<file path="src/rtl/adc_joystick_bargraph.sv">
// Joystick axis to centred LED bargraph.
// Self-calibrating centre, dead-band, stepped levels, hysteresis.
module adc_joystick_bargraph #(
  parameter int ADC_W    = 12,
  parameter int N_LED    = 8,
  parameter int AVG_LOG2 = 3,
  parameter int DEADBAND = 125,
  parameter int STEP     = 500,
  parameter int HYST     = 32
) (
  input  logic                          clk,
  input  logic                          rst,
  input  logic                          adc_valid,
  input  logic [ADC_W-1:0]              adc_data,
  input  logic                          cal_start,
  output logic [N_LED-1:0]              led_out,
  output logic [ADC_W-1:0]              center,
  output logic                          cal_busy,
  output logic [$clog2(N_LED/2+1):0]    level
);

  localparam int HALF = N_LED / 2;
  localparam int CW   = $clog2(HALF + 1);
  localparam int LW   = CW + 1;
  localparam int AW   = ADC_W + AVG_LOG2;

  localparam logic [N_LED-1:0] NEUTRAL =
    {{(HALF-1){1'b0}}, 2'b11, {(HALF-1){1'b0}}};

  localparam logic [ADC_W-1:0] MID =
    ADC_W'(1) << (ADC_W - 1);

  typedef enum logic {
    S_CAL,
    S_RUN
  } state_t;

  state_t               state_q, state_d;
  logic [AW-1:0]        acc_q, acc_d;
  logic [AVG_LOG2-1:0]  cnt_q, cnt_d;
  logic [ADC_W-1:0]     center_q, center_d;
  logic [N_LED-1:0]     led_q, led_d;
  logic                 busy_q, busy_d;
  logic signed [LW-1:0] level_q, level_d;

  logic [AW-1:0]        sum;
  logic [ADC_W:0]       diff;
  logic                 dir_neg;
  logic [ADC_W-1:0]     mag;
  logic [31:0]          mag_w;
  logic [31:0]          thr;
  logic [31:0]          thr_h;
  logic [CW-1:0]        lup;
  logic [CW-1:0]        ldn;
  logic                 cur_neg;
  logic [CW-1:0]        cur_mag;
  logic                 same_dir;
  logic [CW-1:0]        hold;
  logic [CW-1:0]        nmag;
  logic                 nneg;
  logic signed [LW-1:0] new_lvl;
  logic [N_LED-1:0]     pat;

  assign sum = acc_q + AW'(adc_data);

  // Deflection from centre and how many thresholds it clears.
  always_comb begin
    diff    = {1'b0, adc_data} - {1'b0, center_q};
    dir_neg = diff[ADC_W];
    mag     = dir_neg ? ADC_W'(-diff) : diff[ADC_W-1:0];
    mag_w   = 32'(mag);
    thr     = '0;
    thr_h   = '0;
    lup     = '0;
    ldn     = '0;
    for (int k = 1; k <= HALF; k++) begin
      thr   = 32'(DEADBAND) + 32'(k - 1) * 32'(STEP);
      thr_h = (thr > 32'(HYST)) ? thr - 32'(HYST) : '0;
      if (mag_w > thr)   lup = lup + CW'(1);
      if (mag_w > thr_h) ldn = ldn + CW'(1);
    end
  end

  // Next level with hysteresis on falls, plus its LED pattern.
  always_comb begin
    cur_neg  = level_q[LW-1];
    cur_mag  = cur_neg ? CW'(-level_q) : CW'(level_q);
    same_dir = (cur_mag == '0) ||
               (mag_w <= 32'(DEADBAND)) ||
               (dir_neg == cur_neg);
    hold     = (ldn < cur_mag) ? ldn : cur_mag;
    nmag     = lup;
    nneg     = dir_neg;
    if (same_dir) begin
      if (lup < cur_mag)
        nmag = (lup > hold) ? lup : hold;
      nneg = (cur_mag == '0) ? dir_neg : cur_neg;
    end
    new_lvl = nneg ? -$signed(LW'(nmag))
                   : $signed(LW'(nmag));
    pat = '0;
    for (int j = 0; j < HALF; j++) begin
      if (CW'(j) < nmag) begin
        if (nneg) pat[HALF-1-j] = 1'b1;
        else      pat[HALF+j]   = 1'b1;
      end
    end
    if (nmag == '0) pat = NEUTRAL;
  end

  // Calibrate / run state machine and register updates.
  always_comb begin
    state_d  = state_q;
    acc_d    = acc_q;
    cnt_d    = cnt_q;
    center_d = center_q;
    led_d    = led_q;
    busy_d   = busy_q;
    level_d  = level_q;
    case (state_q)
      S_CAL: begin
        led_d = '0;
        if (cal_start) begin
          acc_d = '0;
          cnt_d = '0;
        end else if (adc_valid) begin
          if (&cnt_q) begin
            center_d = ADC_W'(sum >> AVG_LOG2);
            level_d  = '0;
            led_d    = NEUTRAL;
            busy_d   = 1'b0;
            acc_d    = '0;
            cnt_d    = '0;
            state_d  = S_RUN;
          end else begin
            acc_d = sum;
            cnt_d = cnt_q + AVG_LOG2'(1);
          end
        end
      end
      S_RUN: begin
        if (cal_start) begin
          state_d = S_CAL;
          acc_d   = '0;
          cnt_d   = '0;
          led_d   = '0;
          busy_d  = 1'b1;
          level_d = '0;
        end else if (adc_valid) begin
          level_d = new_lvl;
          led_d   = pat;
        end
      end
      default: state_d = S_CAL;
    endcase
  end

  // State registers with synchronous reset into calibration.
  always_ff @(posedge clk) begin
    if (rst) begin
      state_q  <= S_CAL;
      acc_q    <= '0;
      cnt_q    <= '0;
      center_q <= MID;
      led_q    <= '0;
      busy_q   <= 1'b1;
      level_q  <= '0;
    end else begin
      state_q  <= state_d;
      acc_q    <= acc_d;
      cnt_q    <= cnt_d;
      center_q <= center_d;
      led_q    <= led_d;
      busy_q   <= busy_d;
      level_q  <= level_d;
    end
  end

  assign led_out  = led_q;
  assign center   = center_q;
  assign cal_busy = busy_q;
  assign level    = level_q;

endmodule

</file>
<file path="config.mk">
export PLATFORM = sky130hd
export DESIGN_NAME = adc_joystick_bargraph
export DESIGN_NICKNAME = d
export VERILOG_FILES = /design/src/rtl/adc_joystick_bargraph.sv
export SDC_FILE = /design/constraint.sdc
export NUM_CORES = 1
export LEC_CHECK = 0
export BUFFER_PORTS_ARGS = -buffer_cell sky130_fd_sc_hd__clkbuf_2
export CAP_MARGIN = 20
export CORE_MARGIN = 5
export CORE_UTILIZATION = 45
export CTS_CLUSTER_DIAMETER = 60
export CTS_CLUSTER_SIZE = 30
export DETAILED_ROUTE_END_ITERATION = 6
export HOLD_SLACK_MARGIN = 0.12
export PLACE_DENSITY = 0.68
export SKIP_LAST_GASP = 1
export SYNTH_ARGS = -nofsm -noshare
export SYNTH_HDL_FRONTEND = slang
export SYNTH_SLANG_ARGS = --single-unit
</file>
<file path="constraint.sdc">
create_clock -name clk -period 11.3 [get_ports clk]
set_clock_uncertainty 0.05 [all_clocks]
set_input_delay 3.39 -clock clk [delete_from_list [all_inputs] [get_ports clk]]
set_output_delay 3.39 -clock clk [all_outputs]
set_load 0.01 [all_outputs]
</file>
==> impl_metrics.tcl, run 1 <==
set metrics [dict create \
    outcome "completed" \
    synth_cell_types 90 \
    clkSinkCount 44 \
    ctsHoldBuffers 0 \
    clock.fmax_mhz 91.1 \
    drt_wl_total_mm 15.4 \
    r2r-end "led_out[6]" \
    synth_compound_area_frac 0.339 \
    p_per_area_nw_per_um2 119 \
    cts_root_buf "clkbuf_16" \
    dpl.hpwl_mm 11.8 \
    clkLatencyLatePin_ns 0.28 \
    cts_tree "built" \
    min_from "led_out[2]" \
    dp_slack_ns -0.392 \
    core_um2 11500 \
    muxShareOfSynthArea 0.0442 \
    path_clk_slew_ns 0.06 \
    peakVddDrop_v 0.000172 \
    areaGrowthSynthToFinish_pct 21.7 \
    path_max_fanout 5 \
    syn_nets 744 \
    cp_common_cell "ha_1" \
    grt_pass1_wl_mm 25.2 \
    crit_arrival_ns 11.13 \
    clockBufferDepth 2 \
    tightest_slew_ns 0.890 \
    nFillCells 1020 \
    yosysWarnings 0 \
    cts_buffers 5 \
    period_share 0.972 \
    portBuffers 40 \
    grt_usage 0.207 \
    post_synth_fa_ha_maj_area_fraction 0.112 \
    start_util 0.462 \
    end_kind "flip-flop" \
    antenna_found_initial 0 \
    final_common_cell "nor2_1" \
    most-common-layout-cells "nor2_1, buf_4, nand2_1, inv_1, dfxtp_1" \
    required_ns 11.44 \
    drc 0 \
    synthFlopType "dfxtp_1" \
    drive_above_1_share 0.252 \
    syn_area_per_cell_um2 7.76 \
    ant_nets 0 \
    hold_path.class "reg2reg" \
    maxCapViolCount 0 \
    cellLeakagePower_uw 0.00259 \
    routabilityCongestion 0.946 \
    r2r_slack_ns 3.13 \
    min_path_cells 2 \
    synth_top_area_frac 0.166 \
    postPlaceCellArea_um2 5930 \
    min_to "led_out[2]" \
    nets 827 \
    drt_pass1_iterations 5 \
    criticalPathCategory "in2reg" \
    finalHoldViolations 0 \
    r2r-start "center[10]" \
    synth-simple-area-share 0.217 \
    num_vias 5657 \
    synth_top_area_cell "dfxtp_1" \
    crit_path_start "adc_data[0]" \
    max_stage_delay_ns 0.54 \
    maxSlewViolCount 0 \
    finalSetupViolCount 0 \
    cpMaxStageDelayCell "fa_2" \
    htree_levels 2 \
    via_per_inst 6.22 \
    dieHeight_um 118 \
    drt-initial-drc-count 384 \
    max_slew_margin 0.401 \
    grt_max_degree 43 \
    synth_top_family_by_area "compound AO/OA/AOI/OAI gates" \
    die_x_um 118 \
    synth_area_leaders "dfxtp_1, ha_1, xnor2_1" \
    num_antenna_cells 0 \
    min_period_ns 10.98 \
    dieArea_um2 14000 \
    ios 41 \
    synth_edf_count 0 \
    cp-start-kind "input pin" \
    ff2ff_path_depth 42 \
    fin_area_um2 6440 \
    async_flop_share 0 \
    syn_inst 682 \
    ys_seq_area_frac 0.166 \
    synthesis.area_um2 5290 \
    setup_slack_ns 0.319 \
    rows 39 \
    grt_pass1_vias 5237 \
    routedWlPerCell_um 16.9 \
    synth-seq-cells 44 \
    synth-xor-area-share 0.0686 \
    gr-total-overflow 0 \
]
==> synthesized netlist by cell type, types with 5 or more instances <==
master,count
buf_2,7
mux2i_1,20
xor2_1,5
o21ai_0,28
nor2b_1,6
nor4_1,11
o2111ai_1,5
ha_1,44
or3_1,8
inv_1,46
clkbuf_1,12
o31ai_1,7
o21bai_1,11
a31oi_1,5
nand3_1,21
dfxtp_1,44
and2_1,7
a211o_1,5
o21a_1,6
xnor2_1,29
nor3_1,28
nand2b_1,7
a21oi_1,46
nand2_1,45
a21o_1,12
a211oi_1,6
a22oi_1,21
o211ai_1,9
o21ai_1,6
nor2_1,65
and3_1,8
==> cell families (layout without fill, tap and decap cells) <==
kind of cell,after synthesis,count (layout)
flip-flops,44,44
AND/OR/NAND/NOR,230,230
multiplexers,23,23
buffers and inverters,69,153
AO/OA/AOI/OAI,232,232
XOR/XNOR,38,38
adder cells (fa/ha/maj),46,46
==> timing repair <==
item / CTS / global route
cloned: 0 / 1
buffers inserted: 4 / 10
setup endpoints to repair: 5 / 11
pin swaps: 2 / 17
gates resized for setup: 7 / 52
==> sequential cells by signal, indices dropped and copies added (netlist names) <==
name	count
state_q	1
acc_q	15
center	12
level	4
led_out	8
cnt_q	3
cal_busy	1
==> power breakdown <==
| part | internal, uW | switching (uW) |
|---|---|---|
| sequential | 157 | 1.40 |
| combinational | 200 | 265 |
| clock | 88.0 | 57.8 |
| total | 445 | 324 |
==> metal layers <==
metal | wire length, um | vias up | GRT usage
met5 | 0 | - | 0
met4 | 398 | 0 | 0.0680
met3 | 803 | 40 | 0.0215
met2 | 7390 | 203 | 0.350
met1 | 6760 | 2671 | 0.277
li1 | - | 2743 | -
==> worst max-delay path by stage <==
stage                            end  depth (start not counted)
after floorplan           led_out[1]                         43
after global placement    led_out[6]                         45
after detailed placement  led_out[6]                         45
after CTS                 led_out[3]                         46
after global routing      led_out[4]                         45
final                     led_out[6]                         45
==> final cells by class <==
cell class | count | area (um^2) | area share
timing repair buffer | 99 | 648 | 0.101
sequential | 44 | 881 | 0.137
clock inverter | 1 | 7.51 | 0.00117
inverter | 46 | 173 | 0.0268
multi-input combinational | 569 | 4410 | 0.685
clock buffer | 7 | 143 | 0.0221
tap | 143 | 179 | 0.0278
==> critical path: cells and delay by family <==
family,cells,cell delay (ns)
AO/OA/AOI/OAI,14,2.60
buffers and inverters,7,0.54
multiplexers,2,0.27
AND/OR/NAND/NOR,13,2.02
adder cells (fa/ha/maj),9,2.26
==> stage by stage <==
step | hold WS (ns) | cells | total power [uW] | util | TNS, ns
3_5_place_dp | 0.388 | 886 | 541 | 0.517 | -2.22
6_report | 0.393 | 909 | 770 | 0.562 | 0
5_1_grt | 0.417 | 909 | 824 | 0.562 | -0.171
4_1_cts | 0.397 | 898 | 704 | 0.537 | 0
2_1_floorplan | 0.420 | 682 | 443 | - | 0
3_3_place_gp | 0.384 | 885 | 531 | 0.516 | -0.0577
Note: power is estimated with default switching activity, not from simulation.
==> run 2, diff against run 1 <==
--- a/config.mk
+++ b/config.mk
@@ -13,7 +13,7 @@
 export CTS_CLUSTER_SIZE = 30
 export DETAILED_ROUTE_END_ITERATION = 6
 export HOLD_SLACK_MARGIN = 0.12
-export PLACE_DENSITY = 0.68
+export PLACE_DENSITY_LB_ADDON = 0.05
 export SKIP_LAST_GASP = 1
 export SYNTH_ARGS = -nofsm -noshare
 export SYNTH_HDL_FRONTEND = slang
==> run 2 against run 1 <==
Clock-buffer cell count is 1 higher. Via count is 1.1% lower. Sequential share of layout area is 0.52 points lower. Routed wire length is 1.8% higher. Global-route usage is 0.75 points higher. Largest power group unchanged.
==> impl_metrics.tcl, run 2 (synthesized netlist as in run 1, its figures left out) <==
set metrics [dict create \
    largest_reg_flops 15 \
    path_max_fanout 4 \
    drc 0 \
    crit_path_start "adc_data[0]" \
    maxSlewViolCount 0 \
    clkSinkCount 44 \
    postPlaceCellArea_um2 6120 \
    clock.fmax_mhz 91.8 \
    htree_levels 2 \
    p_seq_frac 0.208 \
    hold_path.class "reg2reg" \
    cp_common_cell "ha_1" \
    max_stage_delay_ns 0.40 \
    netSwitchingPower_uw 316 \
    end_kind "flip-flop" \
    tightest_slew_ns 0.834 \
    grt_max_degree 43 \
    num_vias 5593 \
    fin_area_um2 6700 \
    ios 41 \
    areaGrowthSynthToFinish_pct 26.6 \
    finalSetupViolCount 0 \
    comb_power_share 0.604 \
    grt_pass1_vias 5274 \
    die_x_um 118 \
    rows 39 \
    clkLatencyLatePin_ns 0.28 \
    internal_power_uw 449 \
    outcome "completed" \
    via_per_inst 5.98 \
    setup_slack_ns 0.411 \
    clockBufferDepth 2 \
    required_ns 11.45 \
    core_um2 11500 \
    largest_register "acc_q" \
    grt_pass1_wl_mm 25.9 \
    crit_arrival_ns 11.04 \
    num_antenna_cells 0 \
    period_share 0.964 \
    cts_tree "built" \
    grt_usage 0.215 \
    criticalPathCategory "in2reg" \
    antenna_found_initial 0 \
    postLayoutCoreUtil 0.584 \
    portBuffers 40 \
    cts_buffers 5 \
    swShare 0.413 \
    drt-initial-drc-count 300 \
    maxCapViolCount 0 \
    nets 853 \
    max_slew_margin 0.444 \
    r2r_slack_ns 3.19 \
    endpoint "led_out[1]" \
    drive_above_1_share 0.290 \
    routedWlPerCell_um 16.7 \
    r2r-end "led_out[1]" \
    p_per_area_nw_per_um2 114 \
    cellLeakagePower_uw 0.00272 \
    drt_wl_total_mm 15.6 \
    dpl.hpwl_mm 12.4 \
    start_util 0.462 \
    ant_nets 0 \
    min_period_ns 10.89 \
    drt_pass1_iterations 5 \
    ff2ff_path_depth 42 \
    gr-total-overflow 0 \
    r2r-start "center[2]" \
    path_clk_slew_ns 0.06 \
    dp_cells 910 \
    dieArea_um2 14000 \
    cp-start-kind "input pin" \
    tns_ns 0 \
    dp_slack_ns -0.295 \
    cpMaxStageDelayCell "or3_4" \
    finalHoldViolations 0 \
    routabilityCongestion 0.933 \
    most-common-layout-cells "buf_4, nor2_1, nand2_1, dfxtp_1, inv_1" \
    dieHeight_um 118 \
    final_common_cell "buf_4" \
    cts_root_buf "clkbuf_16" \
    power.share.clock 0.188 \
    layoutNonFillerInstCount 935 \
    peakVddDrop_v 0.000147 \
]
[run 2: what timing repair did]
item,CTS,global route
pin swaps,1,27
setup endpoints to repair,3,12
resized for setup,2,72
setup buffers,1,16
hold buffers,0,0
[run 2: power groups by stage]
| stage | sequential (uW) | combinational [uW] | clock [uW] |
|---|---|---|---|
| floorplan | 162 | 281 | 0 |
| global placement | 162 | 399 | 0 |
| detailed placement | 162 | 406 | 0 |
| CTS | 159 | 411 | 149 |
| global route | 159 | 510 | 155 |
| finish | 159 | 462 | 144 |
[run 2: worst min path at each step]
stage,startpoint,to,cells past startpoint
4_1_cts,led_out[5],led_out[5],2
3_5_place_dp,led_out[5],led_out[5],2
2_1_floorplan,acc_q[0],acc_q[0],2
3_3_place_gp,led_out[5],led_out[5],2
5_1_grt,led_out[5],led_out[5],2
6_report,led_out[5],led_out[5],2
[run 2: metal layers]
layer	track usage	vias up	part of all wire
met1	0.297	2651	0.47
li1	-	2797	-
met5	0	-	0
met2	0.365	127	0.48
met3	0.0201	18	0.037
met4	0.0454	0	0.014
[run 2: area by class of cell]
cell class	instances	area, um^2
Fill cell	1108	4770
Multi-Input combinational cell	569	4460
Sequential cell	44	881
Timing Repair Buffer	125	862
Tap cell	143	179
Inverter	46	175
Clock buffer	8	146
[run 2: per-stage QoR]
stage	hold WS, ns	total power, uW
finish	0.400	765
global route	0.434	824
CTS	0.406	719
detailed placement	0.396	568
global placement	0.407	561
floorplan	0.420	443
[run 2: critical path, delay by kind of cell]
kind / cells / cell delay (ns)
AOI/OAI and AO/OA: 14 / 2.72
xor gates and xnor gates: 1 / 0.19
buffers and inverters: 7 / 0.57
muxes: 1 / 0.10
and+or+nand+nor: 12 / 2.09
adders and majority gates: 8 / 1.95
==> run 3, diff against run 2 <==
==> constraint.sdc (replaced) <==
create_clock -name clk -period 11.3 [get_ports clk]
set_clock_uncertainty 0.05 [all_clocks]
set_input_delay 1.13 -clock clk [delete_from_list [all_inputs] [get_ports clk]]
set_output_delay 1.13 -clock clk [all_outputs]
set_load 0.01 [all_outputs]
==> run 3 against run 2 <==
Non-clock buffer count is 81 lower. Routed wire length is 8.2% lower. Cell count is 8.7% lower. Die area stayed put. Flip-flop and latch count stayed put. Largest cell class unchanged. Critical endpoint is now led_out[6].
==> impl_metrics.tcl, run 3 (synthesized netlist as in run 1, its figures left out) <==
set metrics [dict create \
    outcome "completed" \
    htree_levels 2 \
    min_path_cells 2 \
    maxSlewViolCount 0 \
    portBuffers 40 \
    crit_arrival_ns 10.21 \
    criticalPathCategory "in2reg" \
    grtUsageMet3 0.0253 \
    min_from "led_out[5]" \
    p_per_area_nw_per_um2 114 \
    hold_path.class "reg2reg" \
    drt_pass1_iterations 5 \
    end_kind "flip-flop" \
    regArea_um2 881 \
    dpl.hpwl_mm 11.6 \
    nets 772 \
    grt_max_degree 43 \
    grt_pass1_wl_mm 24.6 \
    ios 41 \
    r2r-end "led_out[6]" \
    grt_pass1_vias 5040 \
    hold_slack_ns 0.405 \
    r2r_slack_ns 1.89 \
    comb_power_share 0.537 \
    areaGrowthSynthToFinish_pct 8.63 \
    routedWlPerCell_um 16.8 \
    clock.fmax_mhz 99.4 \
    required_ns 11.45 \
    min_to "led_out[5]" \
    cp_common_cell "ha_1" \
    finalSetupViolCount 0 \
    ff2ff_path_depth 42 \
    max_stage_delay_ns 0.67 \
    drc 0 \
    finalHoldViolations 0 \
    grt_usage 0.203 \
    clkSinkCount 44 \
    maxCapViolCount 0 \
    drt-initial-drc-count 314 \
    rsz0062_at_grt "false" \
    path_max_fanout 9 \
    clockBufferDepth 2 \
    gr-total-overflow 0 \
    cts_tree "built" \
    grt_use_met2 0.337 \
    ctsHoldBuffers 0 \
    max_slew_margin 0.447 \
    internal_power_uw 377 \
    cts_buffers 5 \
    dieArea_um2 14000 \
    largest_reg_flops 15 \
    min_period_ns 10.06 \
    final_common_cell "nor2_1" \
    peakVddDrop_v 0.000108 \
    antenna_found_initial 0 \
    num_vias 5214 \
    via_per_inst 6.11 \
    cts_root_buf "clkbuf_16" \
    num_antenna_cells 0 \
    clkLatencyLatePin_ns 0.29 \
    swShare 0.427 \
    power.share.clock 0.222 \
    cpMaxStageDelayCell "fa_1" \
    r2r-start "center[0]" \
    tns_ns 0 \
    multi_input_area_um2 4140 \
    tightest_slew_ns 0.830 \
    p_seq_frac 0.241 \
    nFillCells 1115 \
    start_util 0.462 \
    most-common-layout-cells "nor2_1, inv_1, a21oi_1, nand2_1" \
    drt_wl_total_mm 14.4 \
    ant_nets 0 \
    busiest_layer "met2" \
    routabilityCongestion 0.920 \
    grtUsageMet1 0.279 \
    cp-start-kind "input pin" \
    drive_above_1_share 0.142 \
    core_um2 11500 \
    postCtsResizedCells 0 \
    dieHeight_um 118 \
    rows 39 \
    largest_register "acc_q" \
    die_x_um 118 \
    path_clk_slew_ns 0.06 \
    netSwitchingPower_uw 281 \
    cellLeakagePower_uw 0.00228 \
    period_share 0.890 \
    cts_setup_buffers 0 \
]
[run 3: cell types whose count changed in the layout (fill, tap and decap cells not counted), sizes merged]
cell	previous run	this run
clkinv	0	2
clkbuf	48	46
buf	85	4
[run 3: layout make-up]
type	instances	share of cell area
clock inverters	2	0.00174
clock buffers	6	0.0242
repair buffers	44	0.0400
well taps	143	0.0311
flip-flops and latches	44	0.153
multi-input cells	569	0.720
inverters	46	0.0300
[run 3: critical path: cells and delay by family]
family / cells / cell delay [ns]
adder cells (fa/ha/maj): 9 / 2.55
AND/OR/NAND/NOR: 12 / 2.63
multiplexers: 2 / 0.42
buffers and inverters: 7 / 0.57
AO/OA/AOI/OAI: 14 / 2.92
[run 3: metrics by stage]
step | instances | area [um^2] | util | power, uW | setup WS (ns)
2_1_floorplan | 682 | 5290 | - | 439 | 2.09
3_3_place_gp | 846 | 5600 | 0.488 | 502 | 1.33
3_5_place_dp | 846 | 5600 | 0.488 | 509 | 1.03
4_1_cts | 854 | 5750 | 0.501 | 659 | 1.32
5_1_grt | 854 | 5750 | 0.501 | 709 | 0.558
6_report | 854 | 5750 | 0.501 | 658 | 1.24
[run 3: how the worst max path moves through the flow]
stage                     slack (ns)  depth (start not counted)        start          to
final                           1.24                         44  adc_data[0]  led_out[6]
after global routing            0.56                         44  adc_data[0]  led_out[6]
after CTS                       1.32                         44  adc_data[0]  led_out[6]
after detailed placement        1.03                         44  adc_data[0]  led_out[6]
after global placement          1.33                         44  adc_data[0]  led_out[1]
after floorplan                 2.09                         43  adc_data[0]  led_out[1]
[run 3: metal layers]
layer,vias to the layer above,routed length [um]
li1,2623,-
met1,2458,6900
met2,110,6570
met3,23,612
met4,0,271
met5,-,0
[run 3: power by group through the flow]
stage	clock network, uW	logic (uW)	registers, uW
after floorplan	0	277	162
after global placement	0	340	162
after detailed placement	0	347	162
after CTS	150	350	159
after global routing	157	393	159
final	146	353	159
